File: src/rtl/peripheral_dbg_pu_riscv_pkg.sv
// Shared constants for the JSP APB core: register map, IIR codes, LSR bits.
// Optional feature macro: PERIPHERAL_DBG_JSP_RX_TRIGGER_EN (see top).
package peripheral_dbg_pu_riscv_pkg;
    localparam logic [2:0] ADDR_RBR = 3'd0;
    localparam logic [2:0] ADDR_IER = 3'd1;
    localparam logic [2:0] ADDR_IIR = 3'd2;
    localparam logic [2:0] ADDR_LCR = 3'd3;
    localparam logic [2:0] ADDR_MCR = 3'd4;
    localparam logic [2:0] ADDR_LSR = 3'd5;
    localparam logic [2:0] ADDR_MSR = 3'd6;
    localparam logic [2:0] ADDR_SCR = 3'd7;

    localparam logic [7:0] IIR_NONE = 8'h01;
    localparam logic [7:0] IIR_THRE = 8'h02;
    localparam logic [7:0] IIR_RDA  = 8'h04;
    localparam logic [7:0] IIR_RLS  = 8'h06;
    localparam logic [7:0] MSR_VAL  = 8'h0B;

    localparam int LSR_DR   = 0;
    localparam int LSR_OE   = 1;
    localparam int LSR_THRE = 5;
    localparam int LSR_TEMT = 6;
endpackage

File: src/rtl/peripheral_dbg_pu_riscv_jsp_fifo.sv
// Byte FIFO with synchronous clear and show-ahead head output.
// Push/pop are ignored when full/empty; clear beats both.
module peripheral_dbg_pu_riscv_jsp_fifo #(
    parameter int  DEPTH = 16,
    localparam int CNT_W = $clog2(DEPTH) + 1
) (
    input  logic             clk_i,
    input  logic             rst_ni,
    input  logic             clr_i,
    input  logic             push_i,
    input  logic [7:0]       data_i,
    input  logic             pop_i,
    output logic [7:0]       data_o,
    output logic [CNT_W-1:0] count_o,
    output logic             full_o,
    output logic             empty_o
);
    localparam int AW = $clog2(DEPTH);

    logic [7:0]       mem_q [DEPTH];
    logic [AW-1:0]    wptr_q, rptr_q;
    logic [CNT_W-1:0] cnt_q;
    logic             do_push, do_pop;

    assign full_o  = (cnt_q == CNT_W'(DEPTH));
    assign empty_o = (cnt_q == '0);
    assign do_push = push_i & ~full_o;
    assign do_pop  = pop_i & ~empty_o;
    assign count_o = cnt_q;
    assign data_o  = empty_o ? 8'h00 : mem_q[rptr_q];

    always_ff @(posedge clk_i or negedge rst_ni) begin
        if (!rst_ni) begin
            wptr_q <= '0;
            rptr_q <= '0;
            cnt_q  <= '0;
        end else if (clr_i) begin
            wptr_q <= '0;
            rptr_q <= '0;
            cnt_q  <= '0;
        end else begin
            if (do_push) wptr_q <= wptr_q + 1'b1;
            if (do_pop)  rptr_q <= rptr_q + 1'b1;
            if (do_push && !do_pop)      cnt_q <= cnt_q + 1'b1;
            else if (do_pop && !do_push) cnt_q <= cnt_q - 1'b1;
        end
    end

    always_ff @(posedge clk_i) begin
        if (do_push && !clr_i) mem_q[wptr_q] <= data_i;
    end
endmodule

File: src/rtl/peripheral_dbg_pu_riscv_jsp_apb_fifo.sv
// JSP APB core: 16550-style registers over RX/TX byte FIFOs.
// Macro PERIPHERAL_DBG_JSP_RX_TRIGGER_EN enables FCR[7:6] RX trigger select.
module peripheral_dbg_pu_riscv_jsp_apb_fifo
    import peripheral_dbg_pu_riscv_pkg::*;
#(
    parameter int  DEPTH = 16,
    localparam int CNT_W = $clog2(DEPTH) + 1
) (
    input  logic             PCLK,
    input  logic             PRESETn,
    input  logic             PSEL,
    input  logic             PENABLE,
    input  logic             PWRITE,
    input  logic [2:0]       PADDR,
    input  logic [7:0]       PWDATA,
    output logic [7:0]       PRDATA,
    output logic             PREADY,
    output logic             PSLVERR,
    input  logic [7:0]       dbg_wr_data_i,
    input  logic             dbg_wr_valid_i,
    output logic             dbg_wr_ready_o,
    output logic [7:0]       dbg_rd_data_o,
    output logic             dbg_rd_valid_o,
    input  logic             dbg_rd_ready_i,
    output logic [CNT_W-1:0] dbg_rx_free_o,
    output logic [CNT_W-1:0] dbg_tx_avail_o,
    output logic             int_o
);
    logic [3:0]       ier_q;
    logic [7:0]       lcr_q, scr_q, dll_q, dlm_q;
    logic             oe_q, arm_q, oe_d, arm_d;
    logic [7:0]       rx_head, iir, lsr;
    logic [CNT_W-1:0] rx_cnt, tx_cnt, trig;
    logic             rx_full, rx_empty, tx_full, tx_empty;
    logic             acc, rd, wr, dlab;
    logic             rbr_rd, thr_wr, fcr_wr, ier_wr, lsr_rd, iir_rd;
    logic             rx_push, rx_pop, tx_push, tx_pop;

    assign acc    = PSEL & PENABLE;
    assign rd     = acc & ~PWRITE;
    assign wr     = acc & PWRITE;
    assign dlab   = lcr_q[7];
    assign rbr_rd = rd & (PADDR == ADDR_RBR) & ~dlab;
    assign thr_wr = wr & (PADDR == ADDR_RBR) & ~dlab;
    assign ier_wr = wr & (PADDR == ADDR_IER) & ~dlab;
    assign fcr_wr = wr & (PADDR == ADDR_IIR);
    assign iir_rd = rd & (PADDR == ADDR_IIR);
    assign lsr_rd = rd & (PADDR == ADDR_LSR);

    assign rx_push = dbg_wr_valid_i & ~rx_full;
    assign rx_pop  = rbr_rd & ~rx_empty;
    assign tx_push = thr_wr & ~tx_full;
    assign tx_pop  = dbg_rd_ready_i & ~tx_empty;

    peripheral_dbg_pu_riscv_jsp_fifo #(.DEPTH(DEPTH)) u_rx (
        .clk_i(PCLK), .rst_ni(PRESETn),
        .clr_i(fcr_wr & PWDATA[1]),
        .push_i(rx_push), .data_i(dbg_wr_data_i),
        .pop_i(rx_pop), .data_o(rx_head),
        .count_o(rx_cnt), .full_o(rx_full), .empty_o(rx_empty)
    );

    peripheral_dbg_pu_riscv_jsp_fifo #(.DEPTH(DEPTH)) u_tx (
        .clk_i(PCLK), .rst_ni(PRESETn),
        .clr_i(fcr_wr & PWDATA[2]),
        .push_i(tx_push), .data_i(PWDATA),
        .pop_i(tx_pop), .data_o(dbg_rd_data_o),
        .count_o(tx_cnt), .full_o(tx_full), .empty_o(tx_empty)
    );

`ifdef PERIPHERAL_DBG_JSP_RX_TRIGGER_EN
    logic [1:0] trig_q;
    always_ff @(posedge PCLK or negedge PRESETn) begin
        if (!PRESETn)    trig_q <= 2'b00;
        else if (fcr_wr) trig_q <= PWDATA[7:6];
    end
    always_comb begin
        unique case (trig_q)
            2'b00:   trig = CNT_W'(1);
            2'b01:   trig = CNT_W'(DEPTH / 4);
            2'b10:   trig = CNT_W'(DEPTH / 2);
            default: trig = CNT_W'(DEPTH - 2);
        endcase
    end
`else
    assign trig = CNT_W'(1);
`endif

    always_comb begin
        if (oe_q && ier_q[2])                iir = IIR_RLS;
        else if (rx_cnt >= trig && ier_q[0]) iir = IIR_RDA;
        else if (arm_q && tx_empty && ier_q[1]) iir = IIR_THRE;
        else                                 iir = IIR_NONE;
    end

    assign lsr = {1'b0, tx_empty, ~tx_full, 3'b000, oe_q, ~rx_empty};

    always_comb begin
        unique case (PADDR)
            ADDR_RBR: PRDATA = dlab ? dll_q : rx_head;
            ADDR_IER: PRDATA = dlab ? dlm_q : {4'h0, ier_q};
            ADDR_IIR: PRDATA = iir;
            ADDR_LCR: PRDATA = lcr_q;
            ADDR_MCR: PRDATA = 8'h00;
            ADDR_LSR: PRDATA = lsr;
            ADDR_MSR: PRDATA = MSR_VAL;
            default:  PRDATA = scr_q;
        endcase
    end

    assign PREADY  = 1'b1;
    assign PSLVERR = (rbr_rd & rx_empty) | (thr_wr & tx_full);

    // A set always beats a same-cycle clear for both sticky flags.
    assign oe_d  = (thr_wr & tx_full) | (oe_q & ~lsr_rd);
    assign arm_d = (tx_pop & (tx_cnt == CNT_W'(1)) & ~tx_push)
                 | (ier_wr & PWDATA[1] & ~ier_q[1])
                 | (arm_q & ~(thr_wr | (iir_rd & (iir == IIR_THRE))));

    always_ff @(posedge PCLK or negedge PRESETn) begin
        if (!PRESETn) begin
            ier_q <= '0;
            lcr_q <= '0;
            scr_q <= '0;
            dll_q <= '0;
            dlm_q <= '0;
            oe_q  <= 1'b0;
            arm_q <= 1'b0;
        end else begin
            oe_q  <= oe_d;
            arm_q <= arm_d;
            if (ier_wr) ier_q <= PWDATA[3:0];
            if (wr && PADDR == ADDR_RBR && dlab) dll_q <= PWDATA;
            if (wr && PADDR == ADDR_IER && dlab) dlm_q <= PWDATA;
            if (wr && PADDR == ADDR_LCR) lcr_q <= PWDATA;
            if (wr && PADDR == ADDR_SCR) scr_q <= PWDATA;
        end
    end

    assign dbg_wr_ready_o = ~rx_full;
    assign dbg_rd_valid_o = ~tx_empty;
    assign dbg_rx_free_o  = CNT_W'(DEPTH) - rx_cnt;
    assign dbg_tx_avail_o = tx_cnt;
    assign int_o          = (iir != IIR_NONE);
endmodule

File: config.mk
export PLATFORM = sky130hd
export DESIGN_NAME = peripheral_dbg_pu_riscv_jsp_apb_fifo
export DESIGN_NICKNAME = d
export VERILOG_FILES = /design/src/rtl/peripheral_dbg_pu_riscv_pkg.sv /design/src/rtl/peripheral_dbg_pu_riscv_jsp_fifo.sv /design/src/rtl/peripheral_dbg_pu_riscv_jsp_apb_fifo.sv
export SDC_FILE = /design/constraint.sdc
export NUM_CORES = 1
export LEC_CHECK = 0
export ABC_CLOCK_PERIOD_IN_PS = 2950
export BUFFER_PORTS_ARGS = -buffer_cell sky130_fd_sc_hd__clkbuf_2
export CAP_MARGIN = 40
export CORE_MARGIN = 3
export CORE_UTILIZATION = 60
export CTS_BUF_LIST = sky130_fd_sc_hd__clkbuf_8
export DETAILED_ROUTE_END_ITERATION = 7
export GPL_TIMING_DRIVEN = 0
export PLACE_DENSITY = 0.81
export SYNTH_ARGS = -nofsm -noshare
export SYNTH_HDL_FRONTEND = slang
export SYNTH_SLANG_ARGS = --single-unit
File: constraint.sdc
create_clock -name PCLK -period 2.95 [get_ports PCLK]
set_input_delay 0.1475 -clock PCLK [delete_from_list [all_inputs] [get_ports PCLK]]
set_output_delay 0.1475 -clock PCLK [all_outputs]
set_load 0.03 [all_outputs]
# == Yosys cells after proc, flatten, opt, wreduce, memory -nomap -nowiden ==
# Memory sizes are Yosys's and may differ from the RTL's.
# Index checks and enable logic that the tools add are counted.
# classes
add_sub_neg,9
n_bitwise,46
order_cmp,1
mux,26
reduce_logical,31
eq_ne,12
# op_table
cell,n
$pmux W8 S7,1
$mux W8,5
$mux W4,8
$and A1 B1 Y1,31
$mux W5,6
$add A4 B1 Y4 const B,4
$logic_and A1 B1 Y1,16
$eq A3 B3 Y1 const B,4
$add A5 B1 Y5 const B,2
$eq A5 B5 Y1 const B,2
$logic_not A5 Y1,2
$not A1 Y1,10
$sub A5 B1 Y5 const B,2
$eq A8 B2 Y1 const B,1
$ne A8 B1 Y1 const B,1
$reduce_bool A2 Y1,4
$eq A3 B2 Y1 const B,2
$logic_not A1 Y1,6
$reduce_bool A3 Y1,2
$eq A5 B1 Y1 const B,1
$ge A5 B1 Y1 const B,1
$or A1 B1 Y1,5
$sub A5 B5 Y5 const A,1
$mux W1,4
4 further kinds,4
# totals
in_bits,26
output_inout_bits,31
reg_bits,64
memories,2
ramBits,256
# mem_list
memory,words,width,rd,rd_clocked_by_memory_dff,wr,line,text
u_rx.mem_q,16,8,1,0,1,peripheral_dbg_pu_riscv_jsp_fifo.sv:20,logic [7:0] mem_q [DEPTH];
u_tx.mem_q,16,8,1,0,1,peripheral_dbg_pu_riscv_jsp_fifo.sv:20,

# == Longest topological paths before layout ==
# logic_depth
ltp_word,12
ltp_mapped,13

# == Modules after synthesis ==
# A second synthesis with hierarchy kept.
# hier_totals
cells_unflattened,851
area_unflattened_um2,13947.1
# by_module_without_submodules
mod,instances,area_each_um2,cells_per_inst,seq_area_each_um2
peripheral_dbg_pu_riscv_jsp_fifo,2,5899.4,324,4169.0
peripheral_dbg_pu_riscv_jsp_apb_fifo,1,2148.3,203,950.9

# == Worst setup path before layout ==
# OpenSTA, ideal clock, no wires.
# synth_timing
path_type,register -> register
from,register u_tx.cnt_q[0] (netlist: u_tx.count_o[0])
to,memory u_tx.mem_q[4][0] (enable)
n_path_buf,0
t_arrival_ps,2244
path_stages_with_launch,7
required_time_ps,2567
setup_slack_ps,323
setup_ps,383
period_less_slack_ps,2627
path_cell_list,dfrtp_1 -> inv_1 -> ha_1 -> and4bb_2 -> nor3_4 -> nand2_1 -> nor3_1
# synth_between
elab_chain_len,7
# synth_lines
item,line,text
start: declaration,peripheral_dbg_pu_riscv_jsp_fifo.sv:22,logic [CNT_W-1:0] cnt_q;
start signal: assignment,peripheral_dbg_pu_riscv_jsp_fifo.sv:44,if (do_push && !do_pop) cnt_q <= cnt_q + 1'b1;
start signal: assignment,peripheral_dbg_pu_riscv_jsp_fifo.sv:45,else if (do_pop && !do_push) cnt_q <= cnt_q - 1'b1;
$eq A5 B5 Y1 *,peripheral_dbg_pu_riscv_jsp_fifo.sv:25,assign full_o = (cnt_q == CNT_W'(DEPTH));
$not A1 Y1 *,"peripheral_dbg_pu_riscv_jsp_fifo.sv:27, peripheral_dbg_pu_riscv_jsp_apb_fifo.sv:52",
$and A1 B1 Y1,peripheral_dbg_pu_riscv_jsp_apb_fifo.sv:52,assign tx_push = thr_wr & ~tx_full;
$and A1 B1 Y1 *,peripheral_dbg_pu_riscv_jsp_fifo.sv:27,assign do_push = push_i & ~full_o;
$logic_and A1 B1 Y1 *,peripheral_dbg_pu_riscv_jsp_fifo.sv:50,if (do_push && !clr_i) mem_q[wptr_q] <= data_i;
$mux W1 *,peripheral_dbg_pu_riscv_jsp_fifo.sv:50,
$mux W1 (implied by the code) *,peripheral_dbg_pu_riscv_jsp_fifo.sv:50,
end: declaration,peripheral_dbg_pu_riscv_jsp_fifo.sv:20,
# Every way passes the cells marked *; elsewhere a longest branch is shown, timed or not.

# == Worst setup path after layout ==
# layout_timing
from,register u_rx.rptr_q[0]
to,output port PRDATA[7]
# layout_between
elab_chain_len,4
# layout_lines
item,line,text
start: declaration,peripheral_dbg_pu_riscv_jsp_fifo.sv:21,"logic [AW-1:0] wptr_q, rptr_q;"
start signal: assignment,peripheral_dbg_pu_riscv_jsp_fifo.sv:43,if (do_pop) rptr_q <= rptr_q + 1'b1;
$mem_v2 Z16 W8,n/a,
$mux W8,peripheral_dbg_pu_riscv_jsp_fifo.sv:30,assign data_o = empty_o ? 8'h00 : mem_q[rptr_q];
$mux W8,peripheral_dbg_pu_riscv_jsp_apb_fifo.sv:100,ADDR_RBR: PRDATA = dlab ? dll_q : rx_head;
$pmux W8 S7,peripheral_dbg_pu_riscv_jsp_apb_fifo.sv:99,unique case (PADDR)
end: declaration,peripheral_dbg_pu_riscv_jsp_apb_fifo.sv:16,"output logic [7:0] PRDATA,"
# No other way between the ends.

==> impl_metrics.ini <==
[status]
outcome = finished clean

[routing]
drc = 0
first_iter_violations = 700
num_vias = 7852
dr.pass1.iters = 5
routedWlPerCell_um = 23.77
route.antenna.remaining_nets = 0
drt_wl_total_um = 29830
vias_per_cell = 6.257

[power]
leakage_nw = 5.712
total_power_w = 0.01322
ir_worst_vdd_uv = 899.4
power_density_nw_per_um2 = 843.1

[timing]
worstMarginPinSlew_ps = 886.7
min_period_over_period = 0.9773
timing.slew.headroom = 0.4067
setup_viol = 0
holdWs_ps = 29.82
period_needed_ps = 2883
clock.fmax_mhz = 346.8
hold_viol = 0
setup_ws_ps = 66.88
fin_tns_setup_ps = 0
clock_skew_ps = 27.14
slew_viol_final = 0
rsz0062_at_grt = true

[synthesis]
synthCells = 816
syn_area_per_cell_um2 = 16.83
yosysSeqAreaShare = 0.6762
synth.area.mux_share = 0.1600
synth_edf_count = 256
synthSimpleGateAreaFrac = 0.07232
synth_top_area_share = 0.5596
yosys.area.top_type = edfxtp_1
synthArstFlopShare = 0.2000
yosys_warnings = 0
synth_top_family_by_area = multiplexers
synth_nets = 863
synthMostInstantiatedCell = edfxtp_1
mappedNetlistArea_um2 = 13740
synthTopCellsByCount = edfxtp_1 (256), dfrtp_1 (64), mux4_2 (62)
synth-xor-area-share = 0.01466
synth_compound_area_frac = 0.03534
synthAdderAreaFrac = 0.01913
ys_ff_latch = 320
synth_flop_cell = edfxtp_1
synth_area_leaders = edfxtp_1 (56%), dfrtp_1 (12%), mux4_2 (10%)
synth_cell_types = 63

[cells_and_area]
drive_gt1_frac = 0.3046
stdcell_count = 1255
fillerInstances = 1371
area.growth.synth_to_final_pct = 14.18
ff_latch_area_um2 = 9291
multi_input_area_um2 = 4303
nets = 986
antenna_cells = 0

[clock_network]
clk_pin_slew_ps = 60
cts_num_sinks = 320
clockBufferDepth = 3
numCtsBuffers = 49
cts_tree = yes
htreeDepth = 2
root_buffer = clkbuf_8
clk-insertion-delay-late_ps = 560

[die]
coreArea_um2 = 22160
initial_core_util = 0.6199
io_pins = 57
die_w_um = 157.3
die_h_um = 157.3
die-area_um2 = 24750
rows = 54

[global_route]
grt_pass1_vias = 8169
antenna_found_initial = 0
grt_max_degree = 62
grtUsageTotal = 0.2517
overflow = 0
grt_first_pass_wirelength_um = 46770

[setup_path]
regToRegSetupSlack_ps = 100
critPathKind = reg2out
cp_slowest_cell = mux4_2
arrival_ps = 2740
path_cells = buf_12 -> mux4_2 -> mux2_4 -> a222oi_1 -> o31a_1 -> nor2_2 -> clkbuf_8
critPathMaxFanout = 10
critPathRequiredTime_ps = 2800
path_delay_family = multiplexers
critPathBufInv = 2
endpoint_kind = primary output
start_kind = register
crit_path_max_incr_delay_ps = 510

[placed_design]
dp_cells = 1157
gp_congestion = 0.8416
io_buffers = 54
dpl.hpwl_um = 19590
preCtsSetupSlack_ps = -19.93

[job]
maxCapViolations = 0

[worst_hold_path]
hp-class = in2reg
-- final cells by class --
| cell class | instances | area share |
|---|---|---|
| flip-flops and latches | 320 | 0.5924 |
| multi-input cells | 430 | 0.2743 |
| clock buffers | 52 | 0.04563 |
| repair buffers | 74 | 0.03079 |
| well taps | 280 | 0.02234 |
| plain buffers | 41 | 0.01731 |
| clock inverters | 35 | 0.01173 |
| inverters | 23 | 0.005504 |
-- worst paths after layout --
kind | cells past startpoint | to | startpoint
max | 7 | PRDATA[7] | u_rx.rptr_q[0]
min | 4 | u_tx.rptr_q[1] | dbg_rd_ready_i
max reg2reg | 6 | u_tx.mem_q[11][1] | u_tx.count_o[0]
min reg2reg | 1 | scr_q[3] | scr_q[3]
max in group asynchronous | 3 | dll_q[1] | PRESETn
min in group asynchronous | 3 | scr_q[5] | PRESETn
-- cell usage in the layout (no fill, tap or decap), types with 5 or more instances in the layout --
cell type,instances
nor2_1,51
xnor2_1,11
nor3_1,5
ha_1,19
nor3_2,6
inv_1,43
and3_1,11
clkinv_2,5
edfxtp_1,256
buf_6,7
dlygate4sd3_1,5
mux2i_1,16
clkbuf_1,14
dfrtp_1,62
nor2b_1,6
mux4_2,63
o21ai_0,16
mux4_1,6
xor2_1,12
nand2b_1,7
buf_2,14
clkbuf_2,49
a21oi_1,20
clkbuf_4,5
nand4_1,9
nand3_1,5
clkbuf_8,55
nand2_1,27
buf_4,13
and2_1,28
mux2_2,37
-- flip-flops by register name (all words and copies together) (netlist names) --
signal and flops:
u_rx.mem_q 128, u_tx.mem_q 128, dll_q 8, dlm_q 8, lcr_q 8, scr_q 8, u_rx.count_o 5, u_tx.count_o 5
ier_q 4, u_rx.rptr_q 4, u_rx.wptr_q 4, u_tx.rptr_q 4, u_tx.wptr_q 4, arm_q 1, oe_q 1
-- stage by stage --
step	cell area, µm²	utilization
after CTS	15560	0.7021
final	15690	0.7078
after detailed placement	14430	0.6512
after global placement	14360	0.6479
after global routing	15690	0.7078
after floorplan	13740	-
-- report_power, final --
group          leakage (nW)  switching (W)  internal, W  total (W)
combinational          2.04        0.00237      0.00190    0.00427
sequential             3.13       0.000288      0.00530    0.00559
clock                 0.551        0.00164      0.00172    0.00336
total                  5.71        0.00430      0.00893     0.0132
-- worst min-delay path, delay by kind of cell --
family | cells | cell delay, ps
compound gates | 1 | 50
simple gates | 2 | 270
buf+inv | 1 | 90
-- timing repair --
| item | 4_1_cts | 5_1_grt |
|---|---|---|
| hold buffers | 5 | 0 |
| setup endpoints to repair | 16 | 49 |
| endpoints found under the hold margin | 106 | 0 |
| resized for setup | 43 | 34 |
| setup buffers | 6 | 1 |
| pin swaps | 4 | 9 |
-- routing by layer --
layer	GRT usage	part of all wire	vias up
met5	0	0	-
met4	0.06901	0.018	0
met3	0.04014	0.070	51
met2	0.4158	0.51	366
met1	0.3569	0.40	4005
li1	-	-	3430
-- cell families after synthesis --
group | count (synthesis)
and+or+nand+nor | 183
buffers and inverters | 66
other | 1
AOI/OAI and AO/OA | 76
xor gates and xnor gates | 23
adders and majority gates | 21
DFF | 320
muxes | 126
Power figures use the tool's default switching activity.
